$ cat config.mk
export PLATFORM = sky130hd
export DESIGN_NAME = gray_to_rgb_pipe
export DESIGN_NICKNAME = d
export VERILOG_FILES = /design/src/rtl/gray_to_rgb_pipe.sv
export SDC_FILE = /design/constraint.sdc
export NUM_CORES = 1
export LEC_CHECK = 0
export BUFFER_PORTS_ARGS = -buffer_cell sky130_fd_sc_hd__buf_2
export CAP_MARGIN = 20
export CORE_MARGIN = 2
export CORE_UTILIZATION = 48
export DETAILED_ROUTE_END_ITERATION = 8
export PLACE_DENSITY_LB_ADDON = 0.05
export REMOVE_ABC_BUFFERS = 1
export SYNTH_ARGS = -nofsm -noshare
export SYNTH_HDL_FRONTEND = slang
export SYNTH_SLANG_ARGS = --single-unit
$ cat constraint.sdc
create_clock -name clk -period 1.7 [get_ports clk]
set_clock_uncertainty 0.05 [all_clocks]
set_input_delay 0.17 -clock clk [delete_from_list [all_inputs] [get_ports clk]]
set_output_delay 0.17 -clock clk [all_outputs]
set_load 0.01 [all_outputs]
$ cat src/rtl/gray_to_rgb_pipe.sv
// Pipelined grayscale-to-RGB converter: two elastic register stages with
// frame-start-latched display mode and threshold.
module gray_to_rgb_pipe #(
    parameter int                IN_W  = 8,
    parameter int                OUT_W = 4,
    parameter int                ROUND = 1,
    parameter logic [OUT_W-1:0]  HL_R  = 4'hF,
    parameter logic [OUT_W-1:0]  HL_G  = 4'h0,
    parameter logic [OUT_W-1:0]  HL_B  = 4'h0
) (
    input  logic             clk,
    input  logic             rst_n,
    input  logic             in_valid,
    output logic             in_ready,
    input  logic [IN_W-1:0]  in_gray,
    input  logic             in_sof,
    input  logic             in_eol,
    input  logic [1:0]       cfg_mode,
    input  logic [IN_W-1:0]  cfg_thresh,
    output logic             out_valid,
    input  logic             out_ready,
    output logic [OUT_W-1:0] out_r,
    output logic [OUT_W-1:0] out_g,
    output logic [OUT_W-1:0] out_b,
    output logic             out_sof,
    output logic             out_eol,
    output logic [1:0]       active_mode
);

    typedef enum logic [1:0] {
        MODE_GRAY   = 2'd0,
        MODE_INVERT = 2'd1,
        MODE_THRESH = 2'd2,
        MODE_BINARY = 2'd3
    } mode_t;

    localparam int              S    = IN_W - OUT_W;
    localparam logic [IN_W:0]   HALF = (IN_W+1)'(2 ** (S - 1));
    localparam logic [IN_W:0]   VMAX = (IN_W+1)'(2 ** OUT_W - 1);

    mode_t             mode_sh;
    logic [IN_W-1:0]   thr_sh;

    logic              s1_valid;
    logic [OUT_W-1:0]  s1_v;
    logic              s1_hit;
    mode_t             s1_mode;
    logic              s1_sof;
    logic              s1_eol;

    logic              accept;
    logic              s2_load;
    mode_t             eff_mode;
    logic [IN_W-1:0]   eff_thr;
    logic [IN_W-1:0]   g;
    logic [IN_W:0]     rnd_sum;
    logic [IN_W:0]     rnd_shr;
    logic [OUT_W-1:0]  v_rnd;
    logic [OUT_W-1:0]  v_trunc;
    logic [OUT_W-1:0]  v_new;
    logic              hit_new;
    logic [OUT_W-1:0]  nxt_r;
    logic [OUT_W-1:0]  nxt_g;
    logic [OUT_W-1:0]  nxt_b;

    assign s2_load     = !out_valid || out_ready;
    assign in_ready    = !s1_valid || s2_load;
    assign accept      = in_valid && in_ready;
    assign active_mode = mode_sh;

    // A sof beat is processed with the config it carries, not the stale shadow.
    always_comb begin
        eff_mode = in_sof ? mode_t'(cfg_mode) : mode_sh;
        eff_thr  = in_sof ? cfg_thresh : thr_sh;
        g        = (eff_mode == MODE_INVERT) ? ~in_gray : in_gray;
        rnd_sum  = {1'b0, g} + HALF;
        rnd_shr  = rnd_sum >> S;
        v_rnd    = (rnd_shr > VMAX) ? '1 : rnd_shr[OUT_W-1:0];
        v_trunc  = OUT_W'(g >> S);
        v_new    = (ROUND != 0) ? v_rnd : v_trunc;
        hit_new  = (in_gray >= eff_thr);
    end

    always_comb begin
        nxt_r = s1_v;
        nxt_g = s1_v;
        nxt_b = s1_v;
        case (s1_mode)
            MODE_THRESH: begin
                if (s1_hit) begin
                    nxt_r = HL_R;
                    nxt_g = HL_G;
                    nxt_b = HL_B;
                end
            end
            MODE_BINARY: begin
                nxt_r = s1_hit ? '1 : '0;
                nxt_g = s1_hit ? '1 : '0;
                nxt_b = s1_hit ? '1 : '0;
            end
            default: ;
        endcase
    end

    always_ff @(posedge clk or negedge rst_n) begin
        if (!rst_n) begin
            mode_sh <= MODE_GRAY;
            thr_sh  <= '1;
        end else if (accept && in_sof) begin
            mode_sh <= mode_t'(cfg_mode);
            thr_sh  <= cfg_thresh;
        end
    end

    always_ff @(posedge clk or negedge rst_n) begin
        if (!rst_n) begin
            s1_valid <= 1'b0;
            s1_v     <= '0;
            s1_hit   <= 1'b0;
            s1_mode  <= MODE_GRAY;
            s1_sof   <= 1'b0;
            s1_eol   <= 1'b0;
        end else if (in_ready) begin
            s1_valid <= in_valid;
            if (in_valid) begin
                s1_v    <= v_new;
                s1_hit  <= hit_new;
                s1_mode <= eff_mode;
                s1_sof  <= in_sof;
                s1_eol  <= in_eol;
            end
        end
    end

    always_ff @(posedge clk or negedge rst_n) begin
        if (!rst_n) begin
            out_valid <= 1'b0;
            out_r     <= '0;
            out_g     <= '0;
            out_b     <= '0;
            out_sof   <= 1'b0;
            out_eol   <= 1'b0;
        end else if (s2_load) begin
            out_valid <= s1_valid;
            if (s1_valid) begin
                out_r   <= nxt_r;
                out_g   <= nxt_g;
                out_b   <= nxt_b;
                out_sof <= s1_sof;
                out_eol <= s1_eol;
            end
        end
    end

endmodule

==> impl_results.md <==
- Status: finished clean
- IO buf count: 41
- Worst Path Required: 1.88 ns
- Clock root buffer master: clkbuf_4
- Crit. Startpoint: thr_sh[0]
- Final HPWL DP: 2756 um
- Final Critical Period: 1.679 ns
- H-tree levels: 2
- Power Density: 1070 mW/mm2
- Gate power share: 0.283
- Synth Area in XOR/XNOR: 0
- Core ar.: 0.003390 mm2
- Post-Syn Area: 0.001728 mm2
- Max-cap violations: 0
- Starting Density: 0.5098
- Critical Path AT: 1.86 ns
- Die W: 64 um
- Setup WS post-layout: 0.02070 ns
- GPL Wtd Cong: 0.8688
- Final Hold Viols: 0
- RSZ-0062 raised after global routing: yes
- VDD IR max: 521.1 uV
- Sink Count: 31
- RR Startpoint: thr_sh[0]
- Setup WS pre-CTS: -0.1147 ns
- Die height: 64 um
- CP max-delay cell: dfstp_2
- Slew Viols, Final: 0
- Register area share after synthesis: 0.4547
- Antenna violations before repair: 0
- Worst slew pin tran: 0.6783 ns
- Final period util: 0.9878
- Net Sw Frac: 0.3037
- Yosys warns: 0
- Share of synthesized area spent on multiplexers: 0.1427
- Nets: 241
- Reg2reg end: s1_hit
- Post-CTS Setup Bufs: 0
- Worst Hold Slack: 0.03459 ns
- Post-Syn Area per Cell: 10.41 um2
- WP depth: 6
- Syn Inst Count: 166
- Reg power frac: 0.449
- Final Routed Wirelength: 3610 um
- Clock share of power: 0.267
- Buffer levels on the longest clock path: 2
- Slew margin rel.: 0.5478
- TritonCTS clock tree: yes
- Hold Path Class: in2reg
- Vias in the first global route: 1448
- GRT Total Usage: 0.2060
- First-pass GRT wire length: 6437 um
- Critical Path End: s1_hit
- CP Capture Type: flop
- Critical Path Max Stage Delay: 0.54 ns
- ANT cells: 0
- Reg2reg setup slack: 0.02 ns
- FILL cells: 286
- Ports: 42
- Area Overhead vs Synth: 21.94%
- Largest family of logic cells by synthesized area: compound AO/OA/AOI/OAI gates
- Post-DR vias/cell: 5.570
- Layout cells sized above 1: 0.3905
- Vias: 1426
- ANT nets after route: 0
- First-pass detailed-route iteration total: 4
- Row count: 21
- Crit path max-delay family: flip-flops
- Sw power: 0.6848 mW
- Worst-path clk slew: 0.10 ns
- GRT overflow: 0
- Leak: 1.022 nW
- DRC: 0
- Initial DRC count: 62
- Pin count of the biggest net entering global routing: 32
- Cell internal pwr: 1.570 mW
- CTS Buf Count: 5
- Worst R2R Path Depth: 6
- Drt wl/cell: 14.10 um
- Die area: 0.004096 mm2
- CP max FO: 2
- Simple-gate portion of the synthesized area: 0.1282
- FF+latch count, synth: 31
- Highest clock rate: 595.5 MHz
- Cell chain of the critical path: mux2_4 > ha_4 > nand2b_4 > a211oi_4 > o21ai_1 > a41o_1
- Critical path type: reg2reg
- CP Launch Type: flop
- Compound-Gate Fraction of Synth Area: 0.1665
- Adder-cell share of the synthesized area: 0.05793
- Worst path bufs/invs: 0
- Final setup viols: 0
- Unique masters post-synth: 35
- Clk_lat worst skew: 0.33 ns
==> cell usage in the layout (no fill, tap or decap), drive strengths merged, types with 2 or more instances in the layout <==
| cell | Yosys | routed |
|---|---|---|
| buf | 10 | 48 |
| nand2 | 25 | 25 |
| dfrtp | 23 | 23 |
| o21ai | 14 | 14 |
| a21oi | 13 | 13 |
| mux2 | 13 | 13 |
| mux2i | 10 | 10 |
| dfstp | 8 | 8 |
| ha | 8 | 8 |
| clkbuf | 4 | 6 |
| nand2b | 5 | 5 |
| a211oi | 4 | 4 |
| nor2 | 3 | 3 |
| o2111ai | 3 | 3 |
| inv | 2 | 2 |
| and2 | 2 | 2 |
| and3b | 2 | 2 |
| o31ai | 2 | 2 |
| a41o | 2 | 2 |
| dlygate4sd3 | 0 | 2 |
==> how the worst min path moves through the flow <==
stage	cells past startpoint	start	slack (ns)	end
after detailed placement	1	rst_n	0.20	s1_v[0]
final	2	cfg_thresh[1]	0.03	thr_sh[1]
after global placement	1	rst_n	0.18	s1_v[1]
after global routing	2	cfg_thresh[3]	0.03	thr_sh[3]
after CTS	2	cfg_thresh[3]	0.03	thr_sh[3]
after floorplan	0	rst_n	-0.18	active_mode[0]
==> Yosys cell counts <==
master,n,area share
dfrtp_1,23,0.33
buf_6,1,0.0065
o41ai_1,1,0.0051
buf_1,2,0.0043
o21bai_1,1,0.0043
a41oi_1,1,0.0051
clkbuf_1,4,0.0087
o2bb2ai_1,1,0.0051
o31ai_1,2,0.0087
dfstp_2,8,0.12
a41o_1,2,0.012
nand3_1,1,0.0029
a2111o_1,1,0.0065
mux2_2,13,0.085
and3b_1,2,0.010
inv_1,2,0.0043
nor3b_2,1,0.0072
nand2_1,25,0.054
nand3b_4,1,0.012
a21oi_1,13,0.038
a211oi_1,4,0.017
buf_2,3,0.0087
mux2i_1,10,0.058
o2111ai_1,3,0.015
buf_4,4,0.017
a21o_1,1,0.0043
nor3_1,1,0.0029
ha_1,8,0.058
o21ai_0,14,0.041
and3_1,1,0.0036
or2_1,1,0.0036
nand2b_1,5,0.018
o311ai_1,1,0.0051
nor2_1,3,0.0065
and2_1,2,0.0072
==> through the flow <==
step,utilization,cells,setup TNS [ns],total power [mW],cell area (um2)
2_1_floorplan,-,152,0,1.365,1649
3_3_place_gp,0.5796,246,-0.03284,1.612,1964
3_5_place_dp,0.5796,246,-0.1147,1.642,1964
4_1_cts,0.6146,256,0,2.259,2083
5_1_grt,0.6216,256,-0.02626,2.414,2107
6_report,0.6216,256,0,2.255,2107
==> final cells by class <==
type,instances,area (um2),area share
timing repair buffer,50,277.8,0.1318
tap,46,57.56,0.02732
multi-input combinational,119,892.1,0.4234
inverter,2,7.507,0.003563
sequential,31,785.8,0.3729
clock buffer,6,51.30,0.02435
clock inverter,2,35.03,0.01663
==> flip-flops by register name, summed over array words and instances (netlist names), 2 cells and up <==
name / count
active_mode: 2
out_g: 4
s1_mode: 2
out_r: 4
s1_v: 4
thr_sh: 8
==> power by group through the flow <==
stage	clock [mW]	combinational, mW	sequential (mW)
5_1_grt	0.657	0.721	1.04
6_report	0.602	0.639	1.01
3_3_place_gp	0	0.592	1.02
3_5_place_dp	0	0.610	1.03
4_1_cts	0.616	0.627	1.02
2_1_floorplan	0	0.297	1.07
==> kinds of logic (layout without fill, tap and decap cells) <==
kind of cell | count (synthesis) | count (layout)
flip-flops | 31 | 31
buffers and inverters | 16 | 60
AO/OA/AOI/OAI | 45 | 45
AND/OR/NAND/NOR | 43 | 43
multiplexers | 23 | 23
adder cells (fa/ha/maj) | 8 | 8
==> repair_timing <==
| item | in CTS | in global routing |
|---|---|---|
| hold buffers | 2 | 0 |
| pin swaps | 3 | 2 |
| resized for setup | 3 | 3 |
| setup endpoints to repair | 1 | 1 |
| hold endpoints to repair | 24 | 0 |
==> metal layers <==
metal / vias to the layer above / track usage / share of wire
met3: 13 / 0.06866 / 0.065
met2: 55 / 0.3555 / 0.50
met4: 0 / 0.09511 / 0.026
met1: 672 / 0.2278 / 0.41
li1: 686 / - / -
met5: - / 0 / 0
==> worst reg2reg max path, delay by kind of cell, from the launching register on <==
family	cells	cell delay (ns)
and+or+nand+nor	1	0.15
AOI/OAI and AO/OA	3	0.50
muxes	1	0.15
DFF	1	0.54
adders and majority gates	1	0.19
(Power assumes the default switching activity.)
